===== src/rtl/sha256_pkg.sv =====
// sha256_pkg: state encoding and 512-bit block layout constants shared by the SHA-256 message padder.
package sha256_pkg;

    typedef enum logic [2:0] {
        IDLE,
        LOAD,
        PAD,
        HANDOFF,
        WAITC
    } state_t;

    localparam int         BLOCK_WORDS   = 16;
    localparam logic [7:0] PAD_BYTE      = 8'h80;
    localparam logic [3:0] LEN_HI_IDX    = 4'd14;
    localparam logic [3:0] LEN_LO_IDX    = 4'd15;
    localparam logic [3:0] LAST_WORD_IDX = 4'(BLOCK_WORDS - 1);

    // A block can carry the 64-bit length only if its 0x80 marker sits before the length words.
    function automatic logic carries_len(input logic [3:0] idx);
        return idx < LEN_HI_IDX;
    endfunction

endpackage


===== src/rtl/sha256_pad_merge.sv =====
// sha256_pad_merge: keeps the valid MSB-aligned bytes of a final beat, zeroes the rest and
// drops the 0x80 marker right after the last valid byte when the word is not full.
module sha256_pad_merge
    import sha256_pkg::*;
(
    input  logic [31:0] in_data,
    input  logic [2:0]  in_bytes,
    output logic [31:0] merged,
    output logic [2:0]  eff_bytes,
    output logic        full_word,
    output logic        bytes_err
);

    always_comb begin
        bytes_err = (in_bytes > 3'd4);
        eff_bytes = bytes_err ? 3'd4 : in_bytes;
        full_word = (eff_bytes == 3'd4);
        case (eff_bytes)
            3'd0:    merged = {PAD_BYTE, 24'h000000};
            3'd1:    merged = {in_data[31:24], PAD_BYTE, 16'h0000};
            3'd2:    merged = {in_data[31:16], PAD_BYTE, 8'h00};
            3'd3:    merged = {in_data[31:8], PAD_BYTE};
            default: merged = in_data;
        endcase
    end

endmodule


===== src/rtl/sha256_msg_padder.sv =====
// sha256_msg_padder: streams message words into the schedule load port, appends SHA-256 padding and
// hands each 512-bit block to the core. Define SHA256_PAD_ERR_EN to add the sticky pad_err output.
module sha256_msg_padder
    import sha256_pkg::*;
#(
    parameter int CNT_W = 61
) (
    input  logic        clk,
    input  logic        reset_n,
    input  logic [31:0] in_data,
    input  logic        in_valid,
    input  logic        in_last,
    input  logic [2:0]  in_bytes,
    output logic        in_ready,
    input  logic        core_ready,
    input  logic        core_ack,
    output logic [31:0] word_out,
    output logic [3:0]  word_addr,
    output logic        word_we,
    output logic        blk_valid,
    output logic        blk_last,
`ifdef SHA256_PAD_ERR_EN
    output logic        pad_err,
`endif
    output logic        busy
);

    state_t           state_q, state_d;
    state_t           nxt_q, nxt_d;
    logic [3:0]       idx_q, idx_d;
    logic [CNT_W-1:0] cnt_q, cnt_d;
    logic             pend80_q, pend80_d;
    logic             carry_q, carry_d;
    logic             last_q, last_d;
    logic [31:0]      word_out_q, word_out_d;
    logic [3:0]       word_addr_q, word_addr_d;
    logic             word_we_q, word_we_d;
    logic             blk_valid_q, blk_valid_d;
    logic             blk_last_q, blk_last_d;
    logic             err_q, err_d;

    logic [31:0]      merged;
    logic [2:0]       eff_bytes;
    logic [2:0]       beat_bytes;
    logic             full_word;
    logic             bytes_err;
    logic             accept;
    logic             ack;
    logic             idx_at_end;
    logic [CNT_W:0]   cnt_sum;
    logic [63:0]      bit_len;

    sha256_pad_merge u_merge (
        .in_data   (in_data),
        .in_bytes  (in_bytes),
        .merged    (merged),
        .eff_bytes (eff_bytes),
        .full_word (full_word),
        .bytes_err (bytes_err)
    );

    assign accept     = (state_q == LOAD) && in_valid;
    assign ack        = (state_q == HANDOFF) && blk_valid_q && core_ack;
    assign idx_at_end = (idx_q == LAST_WORD_IDX);
    assign beat_bytes = in_last ? eff_bytes : 3'd4;
    assign cnt_sum    = {1'b0, cnt_q} + {{(CNT_W-2){1'b0}}, beat_bytes};
    assign bit_len    = 64'({cnt_q, 3'b000});

    always_ff @(posedge clk or negedge reset_n) begin
        if (!reset_n) begin
            state_q <= IDLE;
        end else begin
            state_q <= state_d;
        end
    end

    always_comb begin
        state_d = state_q;
        case (state_q)
            IDLE: begin
                if (core_ready) begin
                    state_d = LOAD;
                end
            end
            LOAD: begin
                if (accept) begin
                    if (idx_at_end) begin
                        state_d = HANDOFF;
                    end else if (in_last) begin
                        state_d = PAD;
                    end
                end
            end
            PAD: begin
                if (idx_at_end) begin
                    state_d = HANDOFF;
                end
            end
            HANDOFF: begin
                if (ack) begin
                    state_d = last_q ? IDLE : WAITC;
                end
            end
            WAITC: begin
                if (core_ready) begin
                    state_d = nxt_q;
                end
            end
            default: state_d = IDLE;
        endcase
    end

    always_comb begin
        in_ready = (state_q == LOAD);
        busy     = (state_q != IDLE);
    end

    always_comb begin
        nxt_d       = nxt_q;
        idx_d       = idx_q;
        cnt_d       = cnt_q;
        pend80_d    = pend80_q;
        carry_d     = carry_q;
        last_d      = last_q;
        word_out_d  = word_out_q;
        word_addr_d = word_addr_q;
        word_we_d   = 1'b0;
        blk_valid_d = 1'b0;
        blk_last_d  = 1'b0;
        err_d       = err_q | (accept & cnt_sum[CNT_W]) | (accept & in_last & bytes_err);

        case (state_q)
            IDLE: begin
                if (core_ready) begin
                    idx_d    = 4'd0;
                    cnt_d    = '0;
                    pend80_d = 1'b0;
                    carry_d  = 1'b0;
                    last_d   = 1'b0;
                end
            end
            LOAD: begin
                if (accept) begin
                    word_we_d   = 1'b1;
                    word_addr_d = idx_q;
                    cnt_d       = cnt_sum[CNT_W-1:0];
                    idx_d       = idx_q + 4'd1;
                    last_d      = 1'b0;
                    if (!in_last) begin
                        word_out_d = in_data;
                        nxt_d      = LOAD;
                    end else begin
                        // A full last word defers the marker to the next free slot.
                        word_out_d = merged;
                        pend80_d   = full_word;
                        carry_d    = !full_word && carries_len(idx_q);
                        nxt_d      = PAD;
                    end
                end
            end
            PAD: begin
                word_we_d   = 1'b1;
                word_addr_d = idx_q;
                idx_d       = idx_q + 4'd1;
                if (pend80_q) begin
                    word_out_d = {PAD_BYTE, 24'h000000};
                    pend80_d   = 1'b0;
                    if (carries_len(idx_q)) begin
                        carry_d = 1'b1;
                    end
                end else if (carry_q && idx_q == LEN_HI_IDX) begin
                    word_out_d = bit_len[63:32];
                end else if (carry_q && idx_q == LEN_LO_IDX) begin
                    word_out_d = bit_len[31:0];
                end else begin
                    word_out_d = 32'h0000_0000;
                end
                if (idx_at_end) begin
                    last_d = carry_q;
                    nxt_d  = PAD;
                end
            end
            HANDOFF: begin
                blk_valid_d = 1'b1;
                blk_last_d  = last_q;
                if (ack) begin
                    blk_valid_d = 1'b0;
                    blk_last_d  = 1'b0;
                    idx_d       = 4'd0;
                    // An extra pad block always ends with the length.
                    carry_d     = (nxt_q == PAD);
                end
            end
            default: begin
            end
        endcase
    end

    always_ff @(posedge clk or negedge reset_n) begin
        if (!reset_n) begin
            nxt_q       <= IDLE;
            idx_q       <= 4'd0;
            cnt_q       <= '0;
            pend80_q    <= 1'b0;
            carry_q     <= 1'b0;
            last_q      <= 1'b0;
            word_out_q  <= 32'h0000_0000;
            word_addr_q <= 4'd0;
            word_we_q   <= 1'b0;
            blk_valid_q <= 1'b0;
            blk_last_q  <= 1'b0;
            err_q       <= 1'b0;
        end else begin
            nxt_q       <= nxt_d;
            idx_q       <= idx_d;
            cnt_q       <= cnt_d;
            pend80_q    <= pend80_d;
            carry_q     <= carry_d;
            last_q      <= last_d;
            word_out_q  <= word_out_d;
            word_addr_q <= word_addr_d;
            word_we_q   <= word_we_d;
            blk_valid_q <= blk_valid_d;
            blk_last_q  <= blk_last_d;
            err_q       <= err_d;
        end
    end

    assign word_out  = word_out_q;
    assign word_addr = word_addr_q;
    assign word_we   = word_we_q;
    assign blk_valid = blk_valid_q;
    assign blk_last  = blk_last_q;

`ifdef SHA256_PAD_ERR_EN
    assign pad_err = err_q;
`else
    logic unused_err;
    assign unused_err = err_q;
`endif

endmodule


===== config.mk =====
export PLATFORM = sky130hd
export DESIGN_NAME = sha256_msg_padder
export DESIGN_NICKNAME = d
export VERILOG_FILES = /design/src/rtl/sha256_pkg.sv /design/src/rtl/sha256_pad_merge.sv /design/src/rtl/sha256_msg_padder.sv
export SDC_FILE = /design/constraint.sdc
export NUM_CORES = 1
export LEC_CHECK = 0
export CAP_MARGIN = 40
export CORE_ASPECT_RATIO = 1.5
export CORE_MARGIN = 2
export CORE_UTILIZATION = 62
export CTS_BUF_LIST = sky130_fd_sc_hd__clkbuf_4 sky130_fd_sc_hd__clkbuf_8
export DETAILED_ROUTE_END_ITERATION = 16
export MAX_ROUTING_LAYER = met4
export PLACE_DENSITY = 0.88
export SLEW_MARGIN = 20
export SYNTH_ARGS = -nofsm -noshare
export SYNTH_HDL_FRONTEND = slang
export SYNTH_HIERARCHICAL = 1
export SYNTH_SLANG_ARGS = --single-unit

===== constraint.sdc =====
create_clock -name clk -period 4.5 [get_ports clk]
set_input_delay 1.125 -clock clk [delete_from_list [all_inputs] [get_ports clk]]
set_output_delay 1.125 -clock clk [all_outputs]
set_load 0.005 [all_outputs]

==> run_results.csv <==
group,metric,value,unit
status,outcome,"finished clean",
grt,grt-ovfl-total,0,
sta,fin_crit_sh,0.8220,
floorplan,die_h,130.1,um
power,power_density,442.0,nW/um^2
hold_path,hold_path.class,"reg2reg",
placed_design,io_buffers,81,
floorplan,die-width,88.04,um
critical_path,cp_cell_sequence,"clkdlybuf4s50_1, nor2b_1, and2_1, ha_1, nand3_1, a211oi_1, buf_4, nand4_2, or3_1, a21oi_1",
grt,grt_use_total,0.3456,
clock_tree,cts_hold_buf,0,
sta,drv_slew,0,
final_layout,multi_input_area,3547,um^2
critical_path,slowest_stage,"clkdlybuf4s50_1",
placed_design,dp.cells,934,
drt,first_pass_iters,5,
logic_synthesis,syn_avg_cell_area,8.949,um^2
power,max-vdd-ir-drop,207.8,uV
power,leakagePower,3.320,nW
final_layout,n_antenna_cell,0,
floorplan,ios,82,
sta,slew_headroom,0.4444,
final_layout,final_common_cell,"dfrtp_1",
clock_tree,worstSkewPairLatency,0.40,ns
critical_path,worst_ep_arrival_time,4.01,ns
final_layout,finish.net_count,849,
hold_path,hold_start,"word_out[10]",
drt,final_antenna_net_count,0,
placed_design,globalplace.congestion,0.9501,
sta,finalClockSkew,0.01328,ns
clock_tree,cts_made_buffers,9,
placed_design,dpl_cell_area,7556,um^2
logic_synthesis,synth_nets,782,
logic_synthesis,netlist_area,6569,um^2
grt,grt_pass1_vias,6004,
critical_path,required,4.82,ns
drt,vias_per_cell,6.516,
critical_path,r2r-start,"state_q[1]",
final_layout,regArea,2803,um^2
final_layout,fin_cells,950,
critical_path,crit_path_end_kind,"register",
placed_design,hpwlAfterDp,13460,um
critical_path,worstPathMaxFanout,16,
floorplan,fp-row-count,46,
critical_path,start_kind,"input pin",
sta,hold_violations,0,
clock_tree,htreeDepth,3,
clock_tree,cts_resized,0,
final_layout,drive_above_1_share,0.1030,
floorplan,die_area,11450,um^2
final_layout,area_growth,18.36,%
critical_path,critical-path-max-stage-delay,0.59,ns
grt,grt_pass1_wl,29610,um
drt,drc_errors,0,
clock_tree,clockBufferDepth,2,
final_layout,final_cell_area,7775,um^2
critical_path,regToRegEndpoint,"word_out[19]",
sta,setup_viol,0,
drt,drtIter0Drc,567,
grt,antenna_found_initial,0,
sta,period_needed,3.699,ns
hold_path,hold_path_depth,2,
final_layout,final_cell_mix,"dfrtp_1, clkdlybuf4s50_1, nand2_1, o21ai_0, nor2_1",
sta,worst_slew_pin_slew,0.8334,ns
clock_tree,cts_tree,"built",
clock_tree,cts-root-buf,"clkbuf_8",
sta,max_freq,270.3,MHz
logic_synthesis,netlist_instances,734,
grt,grt_max_degree,49,
floorplan,initial_core_util,0.6271,
flow_run,cap_violations,0,
logic_synthesis,yosys_warnings,6,
clock_tree,cts_setup_buffers,0,
hold_path,whs_endpoint,"word_out[10]",
drt,finalWirelength,18670,um
critical_path,crit_type,"in2reg",
sta,rsz0062_at_grt,"false",
final_layout,fill_cells,765,
drt,vias,6190,
floorplan,core-area,10480,um^2
sta,setup_tns,0,ns
critical_path,rr_worst_depth,5,
clock_tree,cts_sinks,112,
clock_tree,clk_pin_slew,0.11,ns
critical_path,r2r_slack,1.65,ns
drt,wl_per_cell,19.65,um
==> where the power goes <==
part           switching (mW)  internal (mW)  total [mW]
combinational           0.749          0.611        1.36
sequential              0.198           1.21        1.41
clock                   0.394          0.275       0.669
total                    1.34           2.10        3.44
==> worst max-delay path: cells and delay by family <==
kind            cells  cell delay, ns
compound gates      2            0.49
buf+inv             2            0.80
fa+ha+maj           1            0.27
simple gates        5            1.31
==> worst max-delay path by stage <==
stage / from / to / slack (ns) / cells past startpoint
after detailed placement: in_bytes[1] / cnt_q[49] / 0.48 / 10
after global routing: in_bytes[2] / cnt_q[49] / 0.53 / 10
after global placement: in_bytes[1] / cnt_q[55] / 0.59 / 10
after CTS: in_bytes[1] / cnt_q[49] / 0.89 / 10
after floorplan: in_last / cnt_q[39] / 1.12 / 8
final: in_bytes[1] / cnt_q[49] / 0.80 / 10
==> final cells by class <==
type	instances	share of cell area
Timing Repair Buffer	100	0.1247
Sequential cell	112	0.3605
Clock inverter	7	0.01223
Multi-Input combinational cell	563	0.4562
Tap cell	144	0.02317
Clock buffer	9	0.01593
Inverter	15	0.007242
==> sequential cells by signal, indices dropped and copies added (netlist names), 2 cells and up <==
register,count
word_out,32
cnt_q,61
state_q,3
nxt_q,2
word_addr,4
idx_q,4
==> layer usage <==
| layer | share of wire | vias up | global-route usage |
|---|---|---|---|
| met2 | 0.50 | 300 | 0.5490 |
| met4 | 0.055 | 0 | 0.1898 |
| met5 | 0 | - | - |
| li1 | - | 2801 | - |
| met1 | 0.39 | 3006 | 0.4222 |
| met3 | 0.058 | 83 | 0.05123 |
==> metrics by stage <==
step / worst slack (ns) / power (mW) / utilization / hold slack [ns]
after floorplan: 1.121 / 2.124 / - / 0.4553
after global placement: 0.5906 / 2.694 / 0.7176 / 0.4650
after detailed placement: 0.4836 / 2.769 / 0.7213 / 0.4709
after CTS: 0.8859 / 3.427 / 0.7422 / 0.4967
after global routing: 0.5268 / 3.648 / 0.7422 / 0.5297
final: 0.8010 / 3.436 / 0.7422 / 0.4946
Power figures use the tool's default switching activity.
